`src/rtl/infifo_dispatcher.sv`:
```
// Packet dispatcher: steers each upstream packet, word by word, to the next free
// thread input FIFO (round-robin from the last grant) and tracks thread ownership.
module infifo_dispatcher #(
  parameter int unsigned NUM_THREADS = 8,
  parameter int unsigned DATA_WIDTH  = 64,
  parameter int unsigned CTRL_WIDTH  = 8
) (
  input  logic                   clk,
  input  logic                   reset,
  input  logic [DATA_WIDTH-1:0]  in_data,
  input  logic [CTRL_WIDTH-1:0]  in_ctrl,
  input  logic                   in_wr,
  output logic                   in_rdy,
  input  logic [NUM_THREADS-1:0] df_in_full,
  input  logic [NUM_THREADS-1:0] thread_done,
  output logic [DATA_WIDTH-1:0]  df_in_data_out,
  output logic [CTRL_WIDTH-1:0]  df_in_ctrl_out,
  output logic [NUM_THREADS-1:0] df_in_wr_out,
  output logic [NUM_THREADS-1:0] thread_busy,
  output logic [NUM_THREADS-1:0] thread_start
);

  localparam int unsigned IDX_W = (NUM_THREADS > 1) ? $clog2(NUM_THREADS) : 1;

  typedef enum logic [1:0] {S_IDLE, S_HDR, S_PAYLOAD} state_e;

  state_e                 state_q, state_d;
  logic [IDX_W-1:0]       cur_q, cur_d;
  logic [IDX_W-1:0]       last_grant_q, last_grant_d;
  logic [IDX_W-1:0]       cand, scan_idx, target;
  logic                   cand_vld, accept, ctrl_nz;
  logic [NUM_THREADS-1:0] busy_q, busy_d, start_q, start_d, wr_q, wr_d;
  logic [NUM_THREADS-1:0] grant_oh, hold_mask;
  logic [DATA_WIDTH-1:0]  data_q, data_d;
  logic [CTRL_WIDTH-1:0]  ctrl_q, ctrl_d;

  // First free, non-full thread after the last grant, with wrap
  always_comb begin
    cand     = '0;
    cand_vld = 1'b0;
    scan_idx = '0;
    for (int unsigned k = 1; k <= NUM_THREADS; k++) begin
      scan_idx = IDX_W'((32'(last_grant_q) + k) % NUM_THREADS);
      if (!cand_vld && !busy_q[scan_idx] && !df_in_full[scan_idx]) begin
        cand_vld = 1'b1;
        cand     = scan_idx;
      end
    end
  end

  assign in_rdy  = (state_q == S_IDLE) ? cand_vld : ~df_in_full[cur_q];
  assign accept  = in_wr & in_rdy;
  assign ctrl_nz = |in_ctrl;

  always_ff @(posedge clk) begin
    if (reset) state_q <= S_IDLE;
    else       state_q <= state_d;
  end

  // Packet framing: header words (ctrl!=0), payload (ctrl==0), nonzero ctrl in payload ends it
  always_comb begin
    state_d = state_q;
    if (accept) begin
      case (state_q)
        S_IDLE:    state_d = ctrl_nz ? S_HDR : S_PAYLOAD;
        S_HDR:     if (!ctrl_nz) state_d = S_PAYLOAD;
        S_PAYLOAD: if (ctrl_nz) state_d = S_IDLE;
        default:   state_d = S_IDLE;
      endcase
    end
  end

  always_comb begin
    target       = (state_q == S_IDLE) ? cand : cur_q;
    grant_oh     = '0;
    grant_oh[target] = 1'b1;
    hold_mask    = '0;
    if (state_q != S_IDLE) hold_mask[cur_q] = 1'b1;
    // Owner of the in-flight packet cannot be released mid-packet
    busy_d       = busy_q & ~(thread_done & ~hold_mask);
    cur_d        = cur_q;
    last_grant_d = last_grant_q;
    start_d      = '0;
    wr_d         = '0;
    data_d       = data_q;
    ctrl_d       = ctrl_q;
    if (accept) begin
      wr_d   = grant_oh;
      data_d = in_data;
      ctrl_d = in_ctrl;
      if (state_q == S_IDLE) begin
        cur_d        = cand;
        last_grant_d = cand;
        busy_d       = busy_d | grant_oh;
        start_d      = grant_oh;
      end
    end
  end

  always_ff @(posedge clk) begin
    if (reset) begin
      cur_q        <= '0;
      last_grant_q <= IDX_W'(NUM_THREADS - 1);
      busy_q       <= '0;
      start_q      <= '0;
      wr_q         <= '0;
      data_q       <= '0;
      ctrl_q       <= '0;
    end else begin
      cur_q        <= cur_d;
      last_grant_q <= last_grant_d;
      busy_q       <= busy_d;
      start_q      <= start_d;
      wr_q         <= wr_d;
      data_q       <= data_d;
      ctrl_q       <= ctrl_d;
    end
  end

  assign df_in_data_out = data_q;
  assign df_in_ctrl_out = ctrl_q;
  assign df_in_wr_out   = wr_q;
  assign thread_busy    = busy_q;
  assign thread_start   = start_q;

endmodule

```
`config.mk`:
```
export PLATFORM = sky130hd
export DESIGN_NAME = infifo_dispatcher
export DESIGN_NICKNAME = d
export VERILOG_FILES = /design/src/rtl/infifo_dispatcher.sv
export SDC_FILE = /design/constraint.sdc
export NUM_CORES = 1
export LEC_CHECK = 0
export CORE_ASPECT_RATIO = 0.6
export CORE_MARGIN = 8
export CORE_UTILIZATION = 43
export DETAILED_ROUTE_END_ITERATION = 16
export PLACE_DENSITY = 0.76
export SETUP_SLACK_MARGIN = 0.15
export SYNTH_ARGS = -nofsm -noshare
export SYNTH_HDL_FRONTEND = slang
export SYNTH_SLANG_ARGS = --single-unit
```
`constraint.sdc`:
```
create_clock -name clk -period 7.4 [get_ports clk]
set_input_delay 1.48 -clock clk [delete_from_list [all_inputs] [get_ports clk]]
set_output_delay 1.48 -clock clk [all_outputs]
set_load 0.02 [all_outputs]
```
* Yosys cells after proc, flatten, opt, wreduce, memory -nomap -nowiden *
Cells that the tools add are included.

word-level totals
  bits in registers = 104
  input port bits = 91
  output and inout port bits = 97
  logic and storage cells = 151

operators by class
  add/sub/neg operators = 8
  order comparisons = 12
  equality and inequality tests = 4
  multiplexer cells = 63
  bitwise gates (word level) = 9
  reductions and logical operators = 47

operators with widths
  kind                                                         count
  binary-select mux 1 bit (select 3 bit)                       17
  less-than comparator 3 x 4 -> 1 bit (second input constant)  10
  2-to-1 mux 1 bit                                             28
  2-to-1 mux 3 bit                                             9
  2-to-1 mux 8 bit                                             3
  zero test 1 bit                                              23
  logical AND 1 bit                                            17
  bitwise AND 8 bit                                            2
  inverter 8 bit                                               2
  adder 3 bit (second input constant)                          4
  OR 8 bit                                                     1
  OR reduction 8 bit                                           1
  adder 3 x 1 -> 3 bit (second input constant)                 2
  adder 3 x 2 -> 3 bit (second input constant)                 2
  demux 1 bit (select 3 bit)                                   2
  >= comparator 3 x 1 -> 1 bit (second input constant)         2
  2-to-1 mux 2 bit                                             3
  case mux 2 bit (3 select lines)                              1
  != test 2 bit (second input constant)                        2
  inverter 1 bit                                               3
  AND reduction 3 bit                                          1
  OR reduction 3 bit                                           1
  == test 2 x 1 -> 1 bit (second input constant)               1
  == test 2 bit (second input constant)                        1
  5 further kinds                                              5

* Longest topological paths before layout *
Gate-level depths: netlist of the first run.

  word-level depth = 42
  mapped depth = 16
  mapped depth without buffers = 11

* Worst setup path after synthesis of the first run *
OpenSTA, ideal clock, no wires.

  kind = input to output
  start point = input port df_in_full[1]
  end point = output port in_rdy
  arrival = 3.338 ns
  required time = 5.920 ns
  path slack = 2.582 ns
  stages on the path = 8
  buffers on the path = 1
  cell sequence = nor3b_1 -> nor4_1 -> or4_1 -> buf_2 -> and2_1 -> nor4b_4 -> and3_1 -> a21oi_1

between the ends
  cells in the longest elaborated chain, start to end = 34
  elaborated cells between the ends (all ways) = 58
  classes of those cells = mux (27); bitwise (1); reduce/logical (30)

RTL lines
  element                                 line  source
  from (decl)                             14    input logic [NUM_THREADS-1:0] df_in_full,
  binary-select mux 1 bit (select 3 bit)  44    if (!cand_vld && !busy_q[scan_idx] && !df_in_full[scan_idx]) begin
  2-to-1 mux 1 bit (implied by the code)  44
  zero test 1 bit                         44
  logical AND 1 bit                       44
  2-to-1 mux 1 bit                        44
  zero test 1 bit                         44
  logical AND 1 bit (2 in a row)          44
  2-to-1 mux 1 bit                        44
  (+15 left out)                          --
  2-to-1 mux 1 bit                        44
  zero test 1 bit                         44
  logical AND 1 bit (2 in a row)          44
  2-to-1 mux 1 bit                        44
  zero test 1 bit                         44
  logical AND 1 bit (2 in a row)          44
  2-to-1 mux 1 bit                        44
  2-to-1 mux 1 bit *                      51    assign in_rdy = (state_q == S_IDLE) ? cand_vld : ~df_in_full[cur_q];
  to (decl)                               13    output logic in_rdy,

Mark *: on every way between the ends. The rest lies on a longest branch, timed or not. The select of a mux whose other input is x is not followed.

* Worst setup path in the final report of the first run *
  start point = register last_grant_q[0]
  end point = output port in_rdy

between the ends
  cells in the longest elaborated chain, start to end = 35
  elaborated cells between the ends (all ways) = 87
  classes of those cells = add/sub (8); mux (41); reduce/logical (38)

RTL lines
  element                                 line  source
  from (decl)                             29    logic [IDX_W-1:0] last_grant_q, last_grant_d;
  from (signal assigned)                  103   last_grant_q <= IDX_W'(NUM_THREADS - 1);
  from (signal assigned)                  111   last_grant_q <= last_grant_d;
  adder 3 x 1 -> 3 bit                    43    scan_idx = IDX_W'((32'(last_grant_q) + k) % NUM_THREADS);
  binary-select mux 1 bit (select 3 bit)  44
  2-to-1 mux 1 bit (implied by the code)  44
  zero test 1 bit                         44
  logical AND 1 bit                       44
  2-to-1 mux 1 bit                        44
  zero test 1 bit                         44
  logical AND 1 bit (2 in a row)          44
  (+16 left out)                          --
  2-to-1 mux 1 bit                        44
  zero test 1 bit                         44
  logical AND 1 bit (2 in a row)          44
  2-to-1 mux 1 bit                        44
  zero test 1 bit                         44
  logical AND 1 bit (2 in a row)          44
  2-to-1 mux 1 bit *                      44
  2-to-1 mux 1 bit *                      51

Marks and branches as above.

==> flow_metrics.env, run 1 <==
export IMPL_status="completed"
export IMPL_path_common_cell="clkinv_1"
export IMPL_p_leak_uw=0.00277
export IMPL_hp_class="flip-flop to flip-flop"
export IMPL_fin_crit_ns=6.63
export IMPL_synth_edf_count=0
export IMPL_hold_buffers=0
export IMPL_ys_types=61
export IMPL_routed_via_density=5.55
export IMPL_synth_area_leader_cell="dfxtp_1"
export IMPL_synthesis_nets=599
export IMPL_grt_antenna_before_repair=0
export IMPL_ant_nets=0
export IMPL_first_pass_iters=4
export IMPL_cts_sinks=104
export IMPL_start_kind="flip-flop"
export IMPL_coreArea_sq_um=11200
export IMPL_diodes=0
export IMPL_first_iter_violations=305
export IMPL_syn_to_final_growth_pct=45.8
export IMPL_grt_max_degree=83
export IMPL_cts_resized_gates=0
export IMPL_die_h_um=98.5
export IMPL_yosysSeqAreaShare_pct=42.7
export IMPL_ys_ff_latch=104
export IMPL_dp_hpwl_mm=12.7
export IMPL_clk_path_buf_depth=2
export IMPL_crit_fanout=34
export IMPL_avgSynthCellArea_sq_um=9.65
export IMPL_initial_utilization_pct=43.6
export IMPL_tritoncts="yes"
export IMPL_port_buffers=187
export IMPL_rsz0062_at_grt="false"
export IMPL_synth_flop_cell="dfxtp_1"
export IMPL_die_area_sq_um=15100
export IMPL_grt_pass1_vias=4618
export IMPL_setup_tns_ns=0
export IMPL_grtUsageTotal_pct=21.2
export IMPL_cpLargestDelayFamily="buffers and inverters"
export IMPL_root_buffer="clkbuf_16"
export IMPL_final_common_cell="clkdlybuf4s50_1"
export IMPL_rows=30
export IMPL_die_w_um=154
export IMPL_fillers=914
export IMPL_insertion_delay_ns=0.34
export IMPL_fmax_ghz=0.151
export IMPL_yosysWarnings=0
export IMPL_crit_path_top_delay_cell="dfxtp_1"
export IMPL_post_cts_setup_buffer_count=0
export IMPL_power_density_nw_per_um2=393
export IMPL_routedWlPerCell_um=20.0
export IMPL_peakVddDrop_uv=182
export IMPL_final_setup_viol_count=0
export IMPL_fin_crit_sh_pct=89.5
export IMPL_crit_type="flip-flop to primary output"
export IMPL_path_buf_inv=3
export IMPL_syn_inst=506
export IMPL_cts_buffers=9
export IMPL_fin_hold_ws_ns=0.497
export IMPL_drive_gt1_share_pct=7.21
export IMPL_slew_viol_final=0
export IMPL_critPathMaxStageDelay_ns=1.04
export IMPL_drc=0
export IMPL_netlist_area_sq_um=4880
export IMPL_finalWirelength_mm=16.5
export IMPL_max_cap_violations=0
export IMPL_synth_area_leaders="dfxtp_1, mux2i_1, nor2_1"
export IMPL_final_cell_mix="clkdlybuf4s50_1, dfxtp_1, nor2_1"
export IMPL_skew_ns=0.0112
export IMPL_grt_pass1_wl_mm=25.9
export IMPL_clkTransAtPathRegs_ns=0.07
export IMPL_htreeDepth=3
export IMPL_synth_top_area_share_pct=42.7
export IMPL_worst_slew_pin_slew_ns=1.09
export IMPL_grt_ovfl_total=0
export IMPL_critPathRequiredTime_ns=5.92
export IMPL_hold_viol=0
export IMPL_maxSlewHeadroom_pct=27.3
export IMPL_layout_nets=768
export IMPL_gp_congestion=0.928
export IMPL_vias=4575
export IMPL_end_kind="primary output"
export IMPL_io_pins=188
export IMPL_critPathArrivalTime_ns=5.15
export IMPL_worstPathCellList="clkinv_1 -> ha_2 -> clkinv_1 -> mux4_2 -> and2_1 -> nor4b_4 -> and3_1 -> a21oi_1 -> clkdlybuf4s50_1"
export IMPL_synth_async_reset_ratio_pct=0
area by class of cell:
cell class,count,area (sq um),area share [%]
Clock buffer,9,225,3.17
Clock inverter,7,62.6,0.879
Inverter,7,26.3,0.369
Multi-Input combinational cell,361,2620,36.9
Sequential cell,104,2080,29.3
Tap cell,144,180,2.53
Timing Repair Buffer,192,1920,26.9
sequential cells by signal, summed over array words and instances (netlist names):
| register | count |
|---|---|
| df_in_data_out | 64 |
| cur_q | 3 |
| state_q | 2 |
| df_in_ctrl_out | 8 |
| df_in_wr_out | 8 |
| last_grant_q | 3 |
| thread_busy | 8 |
| thread_start | 8 |
power by group:
group	internal, uW	total, uW	switching [uW]
registers	658	785	127
logic	655	1550	892
clock network	236	466	230
total	1550	2800	1250
worst paths after layout:
kind                                          from            endpoint  slack [ns]  depth (start not counted)
worst max-delay path               last_grant_q[0]              in_rdy        0.77                          9
worst min register to register  df_in_data_out[17]  df_in_data_out[17]        0.50                          2
worst max register to register     last_grant_q[0]     df_in_wr_out[0]        2.01                         10
worst min-delay path            df_in_data_out[17]  df_in_data_out[17]        0.50                          2
cells by family (layout without fill, tap and decap cells):
family | after synthesis | in the layout | share of synthesized area [%]
AO/OA/AOI/OAI | 81 | 81 | 11.4
buffers and inverters | 41 | 215 | 3.90
AND/OR/NAND/NOR | 178 | 178 | 18.9
flip-flops | 104 | 104 | 42.7
adder cells (fa/ha/maj) | 2 | 2 | 0.513
XOR/XNOR | 4 | 4 | 0.872
multiplexers | 96 | 96 | 21.8
Yosys cell counts (all sizes together), types with 2 or more instances:
master,number
a2111oi,6
a211oi,4
a21o,5
a21oi,19
a31o,6
and2,3
and3,2
and3b,2
buf,20
clkbuf,14
clkinv,2
dfxtp,104
ha,2
inv,5
mux2,2
mux2i,86
mux4,8
nand2,17
nand2b,6
nand3,3
nand3b,2
nand4,2
nor2,90
nor2b,2
nor3,16
nor3b,6
nor4,12
nor4b,6
nor4bb,2
o211ai,2
o21ai,19
o22ai,3
o31a,2
o31ai,4
or4,3
xor2,3
metal layers:
metal / vias up / track usage, % / part of all wire [%]
met4: 0 / 3.67 / 0.60
met5: - / 0 / 0
met2: 233 / 31.6 / 42
met3: 8 / 10.3 / 13
met1: 2151 / 27.4 / 44
li1: 2183 / - / -
worst reg2reg max path, delay by kind of cell (launching register included):
family                     cells  cell delay (ns)
DFF                            1             1.04
and+or+nand+nor                1             0.30
AOI/OAI and AO/OA              5             1.52
adders and majority gates      1             0.82
muxes                          1             0.62
buffers and inverters          2             0.99
through the flow:
stage / area [sq um] / setup WS [ns] / total power [uW] / cells / utilization, %
finish: 7120 / 0.774 / 2800 / 824 / 63.6
global route: 7120 / 0.470 / 2950 / 824 / 63.6
global placement: 6830 / 1.05 / 2300 / 808 / 61.0
floorplan: 4880 / 2.58 / 1810 / 506 / -
CTS: 7110 / 0.505 / 2780 / 824 / 63.6
detailed placement: 6830 / 0.885 / 2310 / 808 / 61.0
(Power assumes the default switching activity.)
==> inputs of run 2 (changes only) <==
--- a/config.mk
+++ b/config.mk
@@ -5,11 +5,14 @@
 export SDC_FILE = /design/constraint.sdc
 export NUM_CORES = 1
 export LEC_CHECK = 0
+export CELL_PAD_IN_SITES_DETAIL_PLACEMENT = 1
+export CELL_PAD_IN_SITES_GLOBAL_PLACEMENT = 1
 export CORE_ASPECT_RATIO = 0.6
 export CORE_MARGIN = 8
-export CORE_UTILIZATION = 43
+export CORE_UTILIZATION = 35
 export DETAILED_ROUTE_END_ITERATION = 16
-export PLACE_DENSITY = 0.76
+export PLACE_DENSITY = 0.83
+export RECOVER_POWER = 25
 export SETUP_SLACK_MARGIN = 0.15
 export SYNTH_ARGS = -nofsm -noshare
 export SYNTH_HDL_FRONTEND = slang
==> run 2 against run 1 <==
  * Flip-flop and latch count unchanged
  * Non-clock buffer count increased by 1
  * Core utilization decreased by 11 points
  * Critical path type is now input pin to primary output
  * Critical endpoint unchanged
  * Highest routed layer unchanged
==> flow_metrics.env, run 2 (same netlist as run 1, synthesis figures left out) <==
export IMPL_status="completed"
export IMPL_htreeDepth=3
export IMPL_crit_type="input pin to primary output"
export IMPL_pre_cts_slack_ns=1.37
export IMPL_fin_crit_ns=6.10
export IMPL_slew_viol_final=0
export IMPL_first_iter_violations=271
export IMPL_fmax_ghz=0.164
export IMPL_setup_tns_ns=0
export IMPL_maxSlewHeadroom_pct=35.0
export IMPL_die_h_um=107
export IMPL_skew_ns=0.00985
export IMPL_die_w_um=168
export IMPL_final_cell_area_sq_um=7150
export IMPL_end_kind="primary output"
export IMPL_fin_crit_sh_pct=82.4
export IMPL_start_kind="input pin"
export IMPL_first_pass_iters=5
export IMPL_clkTransAtPathRegs_ns=0.07
export IMPL_port_buffers=187
export IMPL_drc=0
export IMPL_final_cell_mix="clkdlybuf4s50_1, dfxtp_1, nor2_1"
export IMPL_max_cap_violations=0
export IMPL_grt_pass1_wl_mm=28.4
export IMPL_fillers=1515
export IMPL_cts_buffers=9
export IMPL_hold_viol=0
export IMPL_grt_max_degree=83
export IMPL_cts_sinks=104
export IMPL_grt_antenna_before_repair=0
export IMPL_post_cts_setup_buffer_count=0
export IMPL_clk_path_buf_depth=2
export IMPL_critPathArrivalTime_ns=4.62
export IMPL_largest_reg_flops=64
export IMPL_rows=33
export IMPL_insertion_delay_ns=0.34
export IMPL_p_leak_uw=0.00291
export IMPL_routed_via_density=5.43
export IMPL_grt_pass1_vias=4858
export IMPL_critPathRequiredTime_ns=5.92
export IMPL_coreArea_sq_um=13600
export IMPL_die_area_sq_um=18100
export IMPL_crit_fanout=6
export IMPL_diodes=0
export IMPL_io_pins=188
export IMPL_gp_congestion=0.997
export IMPL_peakVddDrop_uv=195
export IMPL_finalWirelength_mm=18.5
export IMPL_rsz0062_at_grt="false"
export IMPL_syn_to_final_growth_pct=46.5
export IMPL_cts_resized_gates=0
export IMPL_hold_buffers=0
export IMPL_drive_gt1_share_pct=7.05
export IMPL_grt_ovfl_total=0
export IMPL_final_common_cell="clkdlybuf4s50_1"
export IMPL_power_density_nw_per_um2=393
export IMPL_grtUsageTotal_pct=19.9
export IMPL_root_buffer="clkbuf_16"
export IMPL_routedWlPerCell_um=21.6
export IMPL_setup_ws_ns=1.30
export IMPL_hp_class="flip-flop to flip-flop"
export IMPL_final_setup_viol_count=0
export IMPL_dp_hpwl_mm=14.2
export IMPL_ant_nets=0
export IMPL_vias=4650
export IMPL_postPlaceCellArea_sq_um=6870
export IMPL_initial_utilization_pct=35.8
export IMPL_worst_slew_pin_slew_ns=0.951
export IMPL_tritoncts="yes"
export IMPL_layout_nets=769
run 2: critical path: stages:
cell,delay (ns)
clkdlybuf4s50_1,0.65
nor4bb_1,0.11
nor4_1,0.58
mux2i_1,0.31
nor4b_4,0.56
and3_1,0.25
a21oi_1,0.08
clkdlybuf4s50_1,0.58
run 2: worst paths after layout:
check                     start            endpoint  slack (ns)  cells after the start
max               df_in_full[3]              in_rdy        1.30                      8
min          df_in_data_out[44]  df_in_data_out[44]        0.49                      2
max reg2reg     last_grant_q[1]      thread_busy[1]        2.27                     10
min reg2reg  df_in_data_out[44]  df_in_data_out[44]        0.49                      2
run 2: final cells by class:
cell class	instances	area, sq um	area share (%)
clock buffers	10	229	3.20
repair buffers	193	1920	26.9
inverters	7	26.3	0.367
well taps	175	219	3.06
clock inverters	6	51.3	0.717
flip-flops and latches	104	2080	29.1
multi-input cells	361	2620	36.6
run 2: where the power goes:
group / switching [uW] / leakage, uW / internal, uW
Combinational: 934 / 0.00193 / 643
Sequential: 118 / 0.000854 / 658
Clock: 225 / 0.000127 / 233
run 2: through the flow:
step / power [uW] / utilization [%] / hold slack [ns] / instances
final: 2810 / 52.5 / 0.492 / 856
after global placement: 2330 / 50.4 / 0.471 / 840
after CTS: 2820 / 52.5 / 0.502 / 856
after detailed placement: 2350 / 50.4 / 0.485 / 840
after floorplan: 1810 / - / 0.490 / 506
after global routing: 2960 / 52.5 / 0.513 / 856
run 2: per-layer routing:
layer	routed length (um)	GRT usage, %	vias to the layer above
met5	0	0	-
met4	302	5.14	0
met3	1410	6.63	20
met2	8620	32.8	159
met1	8120	24.6	2294
li1	-	-	2177
==> inputs of run 3 (changes only) <==
--- a/config.mk
+++ b/config.mk
@@ -9,9 +9,9 @@
 export CELL_PAD_IN_SITES_GLOBAL_PLACEMENT = 1
 export CORE_ASPECT_RATIO = 0.6
 export CORE_MARGIN = 8
-export CORE_UTILIZATION = 35
+export CORE_UTILIZATION = 32
 export DETAILED_ROUTE_END_ITERATION = 16
-export PLACE_DENSITY = 0.83
+export PLACE_DENSITY = 0.76
 export RECOVER_POWER = 25
 export SETUP_SLACK_MARGIN = 0.15
 export SYNTH_ARGS = -nofsm -noshare
==> constraint.sdc (replaced) <==
create_clock -name clk -period 6 [get_ports clk]
set_input_delay 1.2 -clock clk [delete_from_list [all_inputs] [get_ports clk]]
set_output_delay 1.2 -clock clk [all_outputs]
set_load 0.02 [all_outputs]
==> run 3 against run 2 <==
  * Global-route usage fell by 1.1 points
  * Sequential power rose by 23%
  * Combinational power rose by 26%
  * Core utilization fell by 4.9 points
  * Die area rose by 8.2%
  * Sequential share of layout area fell by 0.27 points
  * First-iteration DRC count rose by 47%
  * Final area rose by 0.93%
  * Wire length rose by 1.3%
  * Critical path depth rose by 1
  * Setup slack got worse by 0.95 ns
  * Worst hold slack improved by 0.0033 ns
  * Largest cell class unchanged
==> flow_metrics.env, run 3 (same netlist as run 1, synthesis figures left out) <==
export IMPL_rsz0062_at_grt="false"
export IMPL_drc=0
export IMPL_final_setup_viol_count=0
export IMPL_grt_antenna_before_repair=0
export IMPL_slew_viol_final=0
export IMPL_fillers=1697
export IMPL_grt_pass1_wl_mm=29.1
export IMPL_routedWlPerCell_um=21.1
export IMPL_cts_sinks=104
export IMPL_die_w_um=175
export IMPL_hold_viol=0
export IMPL_reg2reg_depth=11
export IMPL_coreArea_sq_um=15200
export IMPL_vias=4616
export IMPL_status="completed"
export IMPL_max_cap_violations=0
export IMPL_port_buffers=187
export IMPL_cts_resized_gates=0
export IMPL_hold_depth=2
export IMPL_rows=35
export IMPL_grt_max_degree=83
export IMPL_root_buffer="clkbuf_16"
export IMPL_final_common_cell="clkdlybuf4s50_1"
export IMPL_layout_cells_non_filler=886
export IMPL_grt_pass1_vias=4953
export IMPL_dp_hpwl_mm=14.7
export IMPL_routed_via_density=5.21
export IMPL_dp_cells=870
export IMPL_start_kind="input pin"
export IMPL_critPathRequiredTime_ns=4.80
export IMPL_cts_buffers=9
export IMPL_setup_tns_ns=0
export IMPL_diodes=0
export IMPL_layout_nets=771
export IMPL_cpLargestDelayFamily="simple AND/OR/NAND/NOR gates"
export IMPL_clk_path_buf_depth=2
export IMPL_die_h_um=112
export IMPL_critPathArrivalTime_ns=4.45
export IMPL_path_common_cell="clkdlybuf4s50_1"
export IMPL_end_kind="primary output"
export IMPL_multi_input_area_sq_um=2620
export IMPL_path_buf_inv=2
export IMPL_final_seq_area_sq_um=2080
export IMPL_die_area_sq_um=19600
export IMPL_hold_buffers=0
export IMPL_insertion_delay_ns=0.35
export IMPL_largest_reg_flops=64
export IMPL_gp_congestion=0.900
export IMPL_hp_class="flip-flop to flip-flop"
export IMPL_maxSlewHeadroom_pct=34.3
export IMPL_crit_type="input pin to primary output"
export IMPL_worstPathCellList="clkdlybuf4s50_1 -> nor3_1 -> a2111oi_0 -> or4_1 -> and2_1 -> nor4b_4 -> and3_1 -> a21oi_1 -> clkdlybuf4s50_1"
export IMPL_post_cts_setup_buffer_count=0
export IMPL_finalWirelength_mm=18.7
export IMPL_tritoncts="yes"
export IMPL_critPathMaxStageDelay_ns=0.78
export IMPL_first_pass_iters=5
export IMPL_io_pins=188
export IMPL_worst_slew_pin_slew_ns=0.977
export IMPL_fmax_ghz=0.177
export IMPL_p_total_uw=3540
export IMPL_htreeDepth=3
export IMPL_skew_ns=0.0132
export IMPL_drive_gt1_share_pct=7.47
export IMPL_p_leak_uw=0.00293
export IMPL_grtUsageTotal_pct=18.8
export IMPL_cp_depth=9
export IMPL_crit_fanout=6
export IMPL_grt_ovfl_total=0
export IMPL_peakVddDrop_uv=285
export IMPL_fin_crit_ns=5.65
export IMPL_syn_to_final_growth_pct=47.9
export IMPL_initial_utilization_pct=32.2
export IMPL_fin_crit_sh_pct=94.1
export IMPL_final_cell_mix="clkdlybuf4s50_1, dfxtp_1, nor2_1"
export IMPL_ant_nets=0
export IMPL_clkTransAtPathRegs_ns=0.07
export IMPL_power_density_nw_per_um2=490
export IMPL_crit_path_top_delay_cell="or4_1"
export IMPL_first_iter_violations=398
-- run 3: cell count changes in the layout (fill, tap and decap cells not counted) --
cell	previous run	this run
clkinvlp_4	3	0
clkbuf_8	0	1
buf_4	5	8
buf_12	1	0
inv_6	1	2
clkbuf_1	1	0
clkinv_8	0	2
-- run 3: final cells by class --
cell class	count	share of cell area, %
Inverter	7	0.364
Timing Repair Buffer	195	26.7
Tap cell	203	3.52
Multi-Input combinational cell	361	36.3
Clock inverter	6	0.971
Sequential cell	104	28.8
Clock buffer	10	3.31
-- run 3: metrics by stage --
| stage | utilization, % | worst slack, ns | cell area [sq um] | hold WS (ns) |
|---|---|---|---|---|
| 6_report | 47.6 | 0.354 | 7220 | 0.495 |
| 5_1_grt | 47.6 | 0.213 | 7220 | 0.516 |
| 4_1_cts | 47.6 | 0.411 | 7220 | 0.504 |
| 3_5_place_dp | 45.6 | 0.425 | 6910 | 0.484 |
| 3_3_place_gp | 45.6 | 0.478 | 6910 | 0.471 |
| 2_1_floorplan | - | 1.74 | 4880 | 0.490 |
-- run 3: worst min-delay path, stage by stage, from the launching register on --
cell     delay [ns]
dfxtp_1        0.33
mux2i_1        0.06
nor2_1         0.07
-- run 3: final timing paths --
check | from | endpoint | slack (ns)
max | df_in_full[2] | in_rdy | 0.35
min | df_in_data_out[33] | df_in_data_out[33] | 0.50
max reg2reg | last_grant_q[1] | df_in_wr_out[6] | 1.36
min reg2reg | df_in_data_out[33] | df_in_data_out[33] | 0.50
-- run 3: per-layer routing --
metal	GRT usage [%]	vias to the layer above	part of all wire, %
li1	-	2185	-
met1	23.4	2227	44
met3	11.3	8	13
met4	2.14	0	0.41
met2	28.1	196	42
met5	0	-	0
-- run 3: power by group --
group	total (uW)	switching (uW)	internal (uW)
clock	599	292	307
sequential	952	140	812
combinational	1990	1200	792
